File: src/rtl/polaris_bus_arbiter.sv
`default_nettype none
// ============================================================================
// Module   : polaris_bus_arbiter
// Purpose  : Two-master (instruction fetch / data) to single memory port
//            arbiter. Data requests win ties. The winner's request is latched
//            for the whole grant. A memory ack or a grant timeout ends the
//            cycle. A one-cycle response state then returns the captured data
//            with iack_o or dack_o.
// Revision : 1.0 - initial release
// ----------------------------------------------------------------------------
// Ports
//   clk_i, reset_i        : clock, asynchronous active-low reset
//   iadr_i, isiz_i        : fetch address / size (request when size != 0)
//   iack_o, idat_o        : fetch done, selected 32-bit instruction word
//   dadr_i .. dsigned_i   : data-side request (dcyc_i & dstb_i requests)
//   ddat_o, dack_o        : data-side read data, done
//   madr_o .. msigned_o   : memory-side request outputs
//   mdat_i, mack_i        : memory read data and acknowledge
//   berr_o                : one-cycle pulse with the ack of a timed-out cycle
// ============================================================================
module polaris_bus_arbiter #(
  parameter int TIMEOUT = 255
) (
  input  logic        clk_i,
  input  logic        reset_i,
  // instruction side
  input  logic [63:0] iadr_i,
  input  logic [1:0]  isiz_i,
  output logic        iack_o,
  output logic [31:0] idat_o,
  // data side
  input  logic [63:0] dadr_i,
  input  logic [63:0] ddat_i,
  input  logic        dwe_i,
  input  logic        dcyc_i,
  input  logic        dstb_i,
  input  logic [1:0]  dsiz_i,
  input  logic        dsigned_i,
  output logic [63:0] ddat_o,
  output logic        dack_o,
  // memory side
  output logic [63:0] madr_o,
  output logic [63:0] mdat_o,
  output logic        mwe_o,
  output logic        mcyc_o,
  output logic        mstb_o,
  output logic [1:0]  msiz_o,
  output logic        msigned_o,
  input  logic [63:0] mdat_i,
  input  logic        mack_i,
  // error
  output logic        berr_o
);

  // The counter only needs to reach TIMEOUT-1 (the last grant cycle index).
  localparam int                 c_CNT_W    = (TIMEOUT > 1) ? $clog2(TIMEOUT) : 1;
  localparam logic [c_CNT_W-1:0] c_CNT_LAST = c_CNT_W'(TIMEOUT - 1);

  typedef enum logic [1:0] {
    S_IDLE = 2'd0,
    S_IGNT = 2'd1,
    S_DGNT = 2'd2,
    S_RESP = 2'd3
  } state_t;

  state_t              r_state;
  state_t              w_next;

  logic [63:0]         r_madr;
  logic [63:0]         r_mdat;
  logic                r_mwe;
  logic                r_mcyc;
  logic                r_mstb;
  logic [1:0]          r_msiz;
  logic                r_msigned;
  logic                r_isel;     // latched fetch address bit 2
  logic [c_CNT_W-1:0]  r_cnt;
  logic [63:0]         r_cap;      // memory data captured when the cycle ends
  logic                r_tmo;      // cycle was ended by the timeout
  logic                r_iack;
  logic                r_dack;
  logic                r_berr;
  logic [31:0]         r_idat;
  logic [63:0]         r_ddat;

  logic                w_dreq;
  logic                w_ireq;
  logic                w_grant;
  logic                w_mack;
  logic                w_expire;
  logic                w_end;

  assign w_dreq   = dcyc_i & dstb_i;
  assign w_ireq   = |isiz_i;
  assign w_grant  = (r_state == S_IGNT) || (r_state == S_DGNT);
  // mack_i only counts while the bus cycle is still open in a grant state.
  assign w_mack   = w_grant & r_mcyc & mack_i;
  // An ack in the same cycle as expiry takes precedence.
  assign w_expire = (TIMEOUT != 0) && w_grant && r_mcyc && !mack_i && (r_cnt == c_CNT_LAST);
  assign w_end    = w_mack | w_expire;

  // --------------------------------------------------------------------------
  // State register
  // --------------------------------------------------------------------------
  always_ff @(posedge clk_i or negedge reset_i) begin
    if (!reset_i) begin
      r_state <= S_IDLE;
    end else begin
      r_state <= w_next;
    end
  end

  // --------------------------------------------------------------------------
  // Next state. A grant state is left one cycle after the bus cycle closes,
  // so the closing edge and the response edge are distinct.
  // --------------------------------------------------------------------------
  always_comb begin
    w_next = r_state;
    case (r_state)
      S_IDLE: begin
        if (w_dreq) begin
          w_next = S_DGNT;
        end else if (w_ireq) begin
          w_next = S_IGNT;
        end
      end
      S_IGNT, S_DGNT: begin
        if (!r_mcyc) begin
          w_next = S_RESP;
        end
      end
      S_RESP:  w_next = S_IDLE;
      default: w_next = S_IDLE;
    endcase
  end

  // --------------------------------------------------------------------------
  // Registered datapath and outputs
  // --------------------------------------------------------------------------
  always_ff @(posedge clk_i or negedge reset_i) begin
    if (!reset_i) begin
      r_madr    <= '0;
      r_mdat    <= '0;
      r_mwe     <= 1'b0;
      r_mcyc    <= 1'b0;
      r_mstb    <= 1'b0;
      r_msiz    <= '0;
      r_msigned <= 1'b0;
      r_isel    <= 1'b0;
      r_cnt     <= '0;
      r_cap     <= '0;
      r_tmo     <= 1'b0;
      r_iack    <= 1'b0;
      r_dack    <= 1'b0;
      r_berr    <= 1'b0;
      r_idat    <= '0;
      r_ddat    <= '0;
    end else begin
      // Response strobes are single-cycle by default.
      r_iack <= 1'b0;
      r_dack <= 1'b0;
      r_berr <= 1'b0;

      case (r_state)
        S_IDLE: begin
          r_cnt <= '0;
          if (w_dreq) begin
            r_madr    <= dadr_i;
            r_mdat    <= ddat_i;
            r_mwe     <= dwe_i;
            r_msiz    <= dsiz_i;
            r_msigned <= dsigned_i;
            r_mcyc    <= 1'b1;
            r_mstb    <= 1'b1;
          end else if (w_ireq) begin
            r_madr    <= iadr_i;
            r_mdat    <= '0;
            r_mwe     <= 1'b0;
            r_msiz    <= isiz_i;
            r_msigned <= 1'b0;
            r_isel    <= iadr_i[2];
            r_mcyc    <= 1'b1;
            r_mstb    <= 1'b1;
          end
        end

        S_IGNT, S_DGNT: begin
          if (r_mcyc) begin
            if (w_end) begin
              r_mcyc <= 1'b0;
              r_mstb <= 1'b0;
              r_cap  <= w_mack ? mdat_i : '1;
              r_tmo  <= ~w_mack;
            end else begin
              r_cnt <= r_cnt + c_CNT_W'(1);
            end
          end else begin
            // Bus cycle already closed: this edge enters the response state.
            r_berr <= r_tmo;
            if (r_state == S_IGNT) begin
              r_iack <= 1'b1;
              r_idat <= r_isel ? r_cap[63:32] : r_cap[31:0];
            end else begin
              r_dack <= 1'b1;
              r_ddat <= r_cap;
            end
          end
        end

        default: begin
          // S_RESP: strobes fall via the defaults above.
        end
      endcase
    end
  end

  assign madr_o    = r_madr;
  assign mdat_o    = r_mdat;
  assign mwe_o     = r_mwe;
  assign mcyc_o    = r_mcyc;
  assign mstb_o    = r_mstb;
  assign msiz_o    = r_msiz;
  assign msigned_o = r_msigned;
  assign iack_o    = r_iack;
  assign idat_o    = r_idat;
  assign dack_o    = r_dack;
  assign ddat_o    = r_ddat;
  assign berr_o    = r_berr;

endmodule
`default_nettype wire
File: config.mk
export PLATFORM = sky130hd
export DESIGN_NAME = polaris_bus_arbiter
export DESIGN_NICKNAME = d
export VERILOG_FILES = /design/src/rtl/polaris_bus_arbiter.sv
export SDC_FILE = /design/constraint.sdc
export NUM_CORES = 1
export LEC_CHECK = 0
export ABC_AREA = 1
export BUFFER_PORTS_ARGS = -buffer_cell sky130_fd_sc_hd__buf_2
export CORE_MARGIN = 5
export CORE_UTILIZATION = 35
export CTS_BUF_LIST = sky130_fd_sc_hd__clkbuf_8
export CTS_CLUSTER_DIAMETER = 40
export DETAILED_ROUTE_END_ITERATION = 12
export SLEW_MARGIN = 10
export SYNTH_ARGS = -nofsm -noshare
export SYNTH_HDL_FRONTEND = slang
export SYNTH_SLANG_ARGS = --single-unit
export TNS_END_PERCENT = 50
File: constraint.sdc
create_clock -name clk_i -period 3.4 [get_ports clk_i]
set_clock_uncertainty 0.1 [all_clocks]
set_input_delay 0.68 -clock clk_i [delete_from_list [all_inputs] [get_ports clk_i]]
set_output_delay 0.68 -clock clk_i [all_outputs]
set_load 0.005 [all_outputs]
==> results of run 1 <==
[state kept, by name, indices dropped and copies added, names as in the netlist]
signal,count
madr_o,64
mwe_o,1
ddat_o,64
r_state,2
mcyc_o,1
mdat_o,64
msiz_o,2
iack_o,1
mstb_o,1
dack_o,1
r_cnt,8
msigned_o,1
idat_o,32
berr_o,1
r_cap,64
r_isel,1
r_tmo,1
[routing by layer]
metal | part of all wire | vias to the layer above | routed length (um) | GRT usage
li1 | - | 5560 | - | -
met1 | 0.40 | 5312 | 17400 | 0.258
met2 | 0.48 | 431 | 20800 | 0.342
met3 | 0.086 | 112 | 3740 | 0.0715
met4 | 0.037 | 22 | 1600 | 0.0848
met5 | 0.0032 | - | 138 | 0
[metrics by stage]
stage	hold WS [ps]	power, uW	cells	instance area (um2)
finish	180	16400	2421	16900
global route	143	17700	2416	16900
CTS	122	16700	2415	16900
detailed placement	353	12500	2307	15500
global placement	351	12300	2307	15500
floorplan	284	9680	1420	12700
[worst reg2reg max path, stage by stage, from the launching register on]
cell and delay (ps):
dfrtp_1 370, inv_1 90, ha_1 470, nand2_1 170
nor2_2 60, clkinv_2 40, buf_4 770, o21ai_0 360
[layout make-up]
cell class,instances,area [um2],share of cell area
clock buffer,76,1050,0.0619
antenna,6,15.0,0.000889
multi-input combinational,933,4140,0.245
timing repair buffer,520,2740,0.162
sequential,309,7730,0.458
clock inverter,31,315,0.0187
inverter,85,328,0.0194
tap,461,577,0.0341
[power by group through the flow]
stage          Sequential [uW]  Combinational (uW)  Clock, uW
2_1_floorplan             6380                3300          0
4_1_cts                   6370                6130       4230
3_5_place_dp              6410                6130          0
3_3_place_gp              6370                5970          0
6_report                  6360                5970       4100
5_1_grt                   6570                6750       4380
[logic make-up (layout without fill, tap and decap cells)]
logic type / Yosys count / after routing / synth area share
flip-flops: 309 / 309 / 0.611
AO/OA/AOI/OAI: 247 / 247 / 0.108
other: 0 / 6 / 0
adder cells (fa/ha/maj): 6 / 6 / 0.00593
buffers and inverters: 178 / 712 / 0.0636
AND/OR/NAND/NOR: 679 / 679 / 0.211
XOR/XNOR: 1 / 1 / 0.000692
[worst max path at each step]
stage	from	end	slack (ps)
after CTS	r_state[0]$_DFFE_PN0P_	ddat_o[36]$_DFFE_PN0P_	760
after detailed placement	r_state[0]$_DFFE_PN0P_	ddat_o[40]$_DFFE_PN0P_	810
after global routing	r_state[0]$_DFFE_PN0P_	ddat_o[36]$_DFFE_PN0P_	460
after global placement	r_state[0]$_DFFE_PN0P_	ddat_o[16]$_DFFE_PN0P_	920
after floorplan	r_state[0]$_DFFE_PN0P_	r_cap[10]$_DFFE_PN0P_	1740
final	r_state[0]$_DFFE_PN0P_	ddat_o[36]$_DFFE_PN0P_	790
[repair_timing]
item,CTS,global route
endpoints found under the setup margin,0,0
resized for setup,0,0
hold buffers,1,0
hold endpoints to repair,43,0
[cell usage in the layout (no fill, tap or decap)]
| cell | count |
|---|---|
| nor2_1 | 173 |
| buf_2 | 498 |
| buf_8 | 1 |
| clkbuf_8 | 76 |
| nand3_2 | 2 |
| inv_4 | 3 |
| bufinv_16 | 6 |
| nor2_2 | 1 |
| dfrtp_1 | 309 |
| inv_1 | 93 |
| o21ai_1 | 2 |
| nand3_1 | 73 |
| a31oi_1 | 98 |
| xor2_1 | 1 |
| nand2_1 | 421 |
| buf_4 | 14 |
| o22ai_1 | 1 |
| o21ai_0 | 76 |
| nor2_4 | 1 |
| ha_1 | 5 |
| clkinv_2 | 6 |
| o21bai_1 | 2 |
| clkinv_4 | 3 |
| o21a_1 | 1 |
| nand2_2 | 5 |
| or2_2 | 1 |
| dlygate4sd3_1 | 1 |
| a21oi_1 | 67 |
| diode_2 | 6 |
| ha_2 | 1 |
| clkinvlp_4 | 4 |
| nor3_1 | 1 |
| buf_12 | 6 |
| inv_6 | 1 |
| nand3b_1 | 1 |
==> impl_metrics.json, run 1 <==
{
  "yosys_register_bits": 309,
  "initial_core_util": 0.355,
  "r2r-start": "r_state[0]$_DFFE_PN0P_",
  "p_clk_frac": 0.250,
  "critPathTopFamily": "buffers and inverters",
  "rsz0062_at_grt": "false",
  "yosysMostFrequentCell": "nand2_1",
  "fin_ws_ps": 786,
  "gp_congestion": 0.818,
  "nets": 2180,
  "dp_worst_setup_slack_ps": 814,
  "crit_path_max_incr_delay_ps": 770,
  "clkSlewWorstSetupHoldPaths_ps": 60,
  "period_share": 0.769,
  "routedWlPerCell_um": 18.0,
  "whs_endpoint": "mdat_o[27]$_DFFE_PN0P_",
  "area_growth_syn_to_layout_pct": 33.4,
  "criticalPathCategory": "register to register",
  "async_reset_ff_frac": 1.00,
  "post-route-drc-count": 0,
  "fill_cells": 3525,
  "synth-main-ff-cell": "dfrtp_1",
  "die_h_um": 200,
  "r2r_slack_ps": 790,
  "overflow": 0,
  "synth_nets": 1693,
  "synth_top_cell_area_share": 0.611,
  "peakVddDrop_mv": 0.483,
  "final_core_util": 0.474,
  "worstRegToRegCells": 7,
  "cts-root-buf": "clkbuf_8",
  "setup_violations": 0,
  "p_int_uw": 10200,
  "cp.depth": 7,
  "hold_violations": 0,
  "status": "finished, final reports clean",
  "p_leak_uw": 0.00904,
  "cts_sinks": 309,
  "worst_slew_pin_slew_ps": 1180,
  "cp-end-kind": "register",
  "antenna_found_initial": 17,
  "cp.buffers_inverters": 3,
  "setup_tns_ps": 0,
  "synth_area_leaders": "dfrtp_1 (61%), nand2_1 (13%), nor2_1 (5.2%), a31oi_1 (4.8%), o21ai_0 (3.0%)",
  "yosysWarnings": 0,
  "drive_gt1_frac": 0.322,
  "port_buffers": 499,
  "drt_iter0_markers": 617,
  "grt.total_usage": 0.210,
  "cts.path.max_buffers": 3,
  "power.switching_uw": 6270,
  "core_mm2": 0.0357,
  "finalCriticalPeriod_ps": 2610,
  "crit_slowest_cell": "buf_4",
  "fp.dieW_um": 200,
  "grt_pass1_wl_um": 67300,
  "start_kind": "register",
  "grt_max_degree": 129,
  "powerDensity_mw_per_mm2": 973,
  "dieArea_mm2": 0.0401,
  "max_freq_ghz": 0.383,
  "slew_headroom": 0.214,
  "grt_pass1_vias": 11500,
  "synth_seq_area_share": 0.611,
  "cp_max_fo": 128,
  "synth_enable_flop_cells": 0,
  "ys_types": 28,
  "num_vias": 11400,
  "path_cells": "inv_1 -> ha_1 -> nand2_1 -> nor2_2 -> clkinv_2 -> buf_4 -> o21ai_0",
  "min_from": "ddat_i[27]",
  "switching_share": 0.381,
  "syn_avg_cell_area_um2": 8.91,
  "synthesis.area_mm2": 0.0127,
  "hold_path_class": "input pin to register",
  "rows": 69,
  "clock_latency_ps": 620,
  "numCtsBuffers": 58,
  "drt-pass1-iter-count": 5,
  "hold_depth": 3,
  "drv_cap": 0,
  "reg2reg_to": "ddat_o[36]$_DFFE_PN0P_",
  "post-cts-setup-buffers": 0,
  "power_frac_seq": 0.387,
  "via_per_inst": 4.72,
  "dp_hpwl_um": 31400,
  "drtAntennaViolNets": 0,
  "combPwrFrac": 0.363,
  "crit_required_ps": 3740,
  "synth_top_cells_by_count": "nand2_1 (423), dfrtp_1 (309), nor2_1 (174), a31oi_1 (98), inv_1 (82)",
  "wl_um": 43700,
  "arrival_ps": 2950,
  "cts_tree": "yes",
  "htree_levels": 2,
  "syn_inst": 1420,
  "io_pins": 500,
  "final-max-slew-violation-count": 0,
  "synth_top_area_cell": "dfrtp_1"
}
Note: power is estimated with default switching activity, not from simulation.
==> inputs of run 2 (changes only) <==
Clock period 3.4 ns to 2.4 ns, I/O delays scaled along.
==> run 2 against run 1 <==
Effect of this change: die area unchanged; sequential share of layout area decreased by 6.1 points; hold slack got worse by 130 ps; via count increased by 13%; routed wire length increased by 9.7%; critical path depth unchanged; sequential cell count unchanged; first-iteration DRC count increased by 22%; power increased by 48%; global-route usage increased by 2.3 points; clock-buffer cell count increased by 4; design area increased by 15%; critical path type unchanged; largest power group is now combinational cells.
==> impl_metrics.json, run 2 (synthesis results as in run 1) <==
{
  "status": "finished, final reports clean",
  "post-cts-setup-buffers": 0,
  "cts_sinks": 309,
  "die_h_um": 200,
  "core_mm2": 0.0357,
  "worstRegToRegCells": 7,
  "path_cells": "inv_1 -> ha_2 -> nand2_2 -> inv_6 -> nor2_1 -> a31oi_1 -> dlygate4sd3_1",
  "grt_max_degree": 69,
  "timing.hold.ws_ps": 45.7,
  "via_per_inst": 4.87,
  "wl_um": 47900,
  "final_common_cell": "buf_2",
  "worst_slew_pin_slew_ps": 559,
  "post-route-drc-count": 0,
  "hold_path_class": "input pin to register",
  "post_dp_cell_area_mm2": 0.0156,
  "num_vias": 13000,
  "overflow": 0,
  "p_leak_uw": 0.0101,
  "period_share": 0.919,
  "numCtsBuffers": 56,
  "cts_tree": "yes",
  "drive_gt1_frac": 0.287,
  "dieArea_mm2": 0.0401,
  "grt_pass1_vias": 13600,
  "p_int_uw": 15200,
  "cts-root-buf": "clkbuf_8",
  "htree_levels": 2,
  "antenna_found_initial": 8,
  "critPathTopFamily": "buffers and inverters",
  "cp-end-kind": "register",
  "crit_path_end": "madr_o[25]$_DFFE_PN0P_",
  "arrival_ps": 2660,
  "hold_violations": 0,
  "clkSlewWorstSetupHoldPaths_ps": 60,
  "gp_congestion": 0.832,
  "cts.path.max_buffers": 3,
  "powerDensity_mw_per_mm2": 1250,
  "cp_max_fo": 49,
  "crit_path_max_incr_delay_ps": 570,
  "crit_required_ps": 2850,
  "criticalPathCategory": "register to register",
  "area_growth_syn_to_layout_pct": 53.9,
  "fp.dieW_um": 200,
  "crit_path_start": "r_state[0]$_DFFE_PN0P_",
  "clock_latency_ps": 610,
  "dp_worst_setup_slack_ps": 165,
  "peakVddDrop_mv": 0.621,
  "power_uw": 24400,
  "r2r_slack_ps": 190,
  "dp_hpwl_um": 31600,
  "grt.total_usage": 0.233,
  "setup_violations": 0,
  "setup_tns_ps": 0,
  "most-common-layout-cells": "buf_2 (498), nand2_1 (421), dfrtp_1 (309)",
  "power.switching_uw": 9190,
  "fin_ws_ps": 194,
  "grt_pass1_wl_um": 75700,
  "routedWlPerCell_um": 18.0,
  "final_area_mm2": 0.0195,
  "switching_share": 0.377,
  "final-max-slew-violation-count": 0,
  "rsz0062_at_grt": "false",
  "power_frac_seq": 0.370,
  "drt_iter0_markers": 752,
  "rows": 69,
  "io_pins": 500,
  "initial_core_util": 0.355,
  "combPwrFrac": 0.389,
  "reg2reg_to": "madr_o[25]$_DFFE_PN0P_",
  "p_clk_frac": 0.241,
  "drtAntennaViolNets": 0,
  "r2r-start": "r_state[0]$_DFFE_PN0P_",
  "cp.buffers_inverters": 3,
  "crit_slowest_cell": "dlygate4sd3_1",
  "port_buffers": 499,
  "start_kind": "register",
  "finalCriticalPeriod_ps": 2210,
  "cp.depth": 7,
  "slew_headroom": 0.628,
  "drt-pass1-iter-count": 5,
  "nets": 2428,
  "max_freq_ghz": 0.453,
  "drv_cap": 0
}
-- run 2: power groups by stage --
stage | Clock (uW) | Combinational (uW) | Sequential, uW
global route | 6280 | 10600 | 9310
floorplan | 0 | 4680 | 9040
detailed placement | 0 | 8860 | 9040
CTS | 6010 | 9490 | 8980
finish | 5870 | 9490 | 9020
global placement | 0 | 8660 | 8980
-- run 2: worst min-delay path, delay by kind of cell --
kind	cells	cell delay, ps
compound gates	1	80
buf+inv	1	100
simple gates	1	50
-- run 2: layer usage --
layer	track usage	routed length, um	vias to the layer above
li1	-	-	6056
met1	0.280	18500	6144
met2	0.386	22900	607
met3	0.0668	3790	154
met4	0.116	2640	12
met5	0	66	-
-- run 2: timing repair --
action,in CTS,in global routing
setup endpoints to repair,0,33
hold endpoints to repair,227,0
resized for setup,0,3
hold buffers,246,0
-- run 2: worst min-delay path by stage --
stage                                       end  startpoint  cells past startpoint
final                     madr_o[8]$_DFFE_PN0P_   dadr_i[8]                      3
after global routing      madr_o[8]$_DFFE_PN0P_   dadr_i[8]                      3
after detailed placement  idat_o[7]$_DFFE_PN0P_     reset_i                      1
after floorplan                berr_o$_DFF_PN0_     reset_i                      0
after global placement    idat_o[5]$_DFFE_PN0P_     reset_i                      1
after CTS                  r_cap[0]$_DFFE_PN0P_   mdat_i[0]                      3
-- run 2: final cells by class --
class | instances | area, um2
Multi-Input combinational cell | 933 | 4140
Clock buffer | 80 | 1100
Inverter | 85 | 333
Tap cell | 461 | 577
Sequential cell | 309 | 7730
Fill cell | 3165 | 16200
Timing Repair Buffer | 770 | 5320
Antenna cell | 3 | 7.51
Clock inverter | 24 | 264
-- run 2: metrics by stage --
stage,utilization,instances
2_1_floorplan,-,1420
3_3_place_gp,0.438,2312
3_5_place_dp,0.438,2312
4_1_cts,0.546,2662
5_1_grt,0.546,2664
6_report,0.546,2665
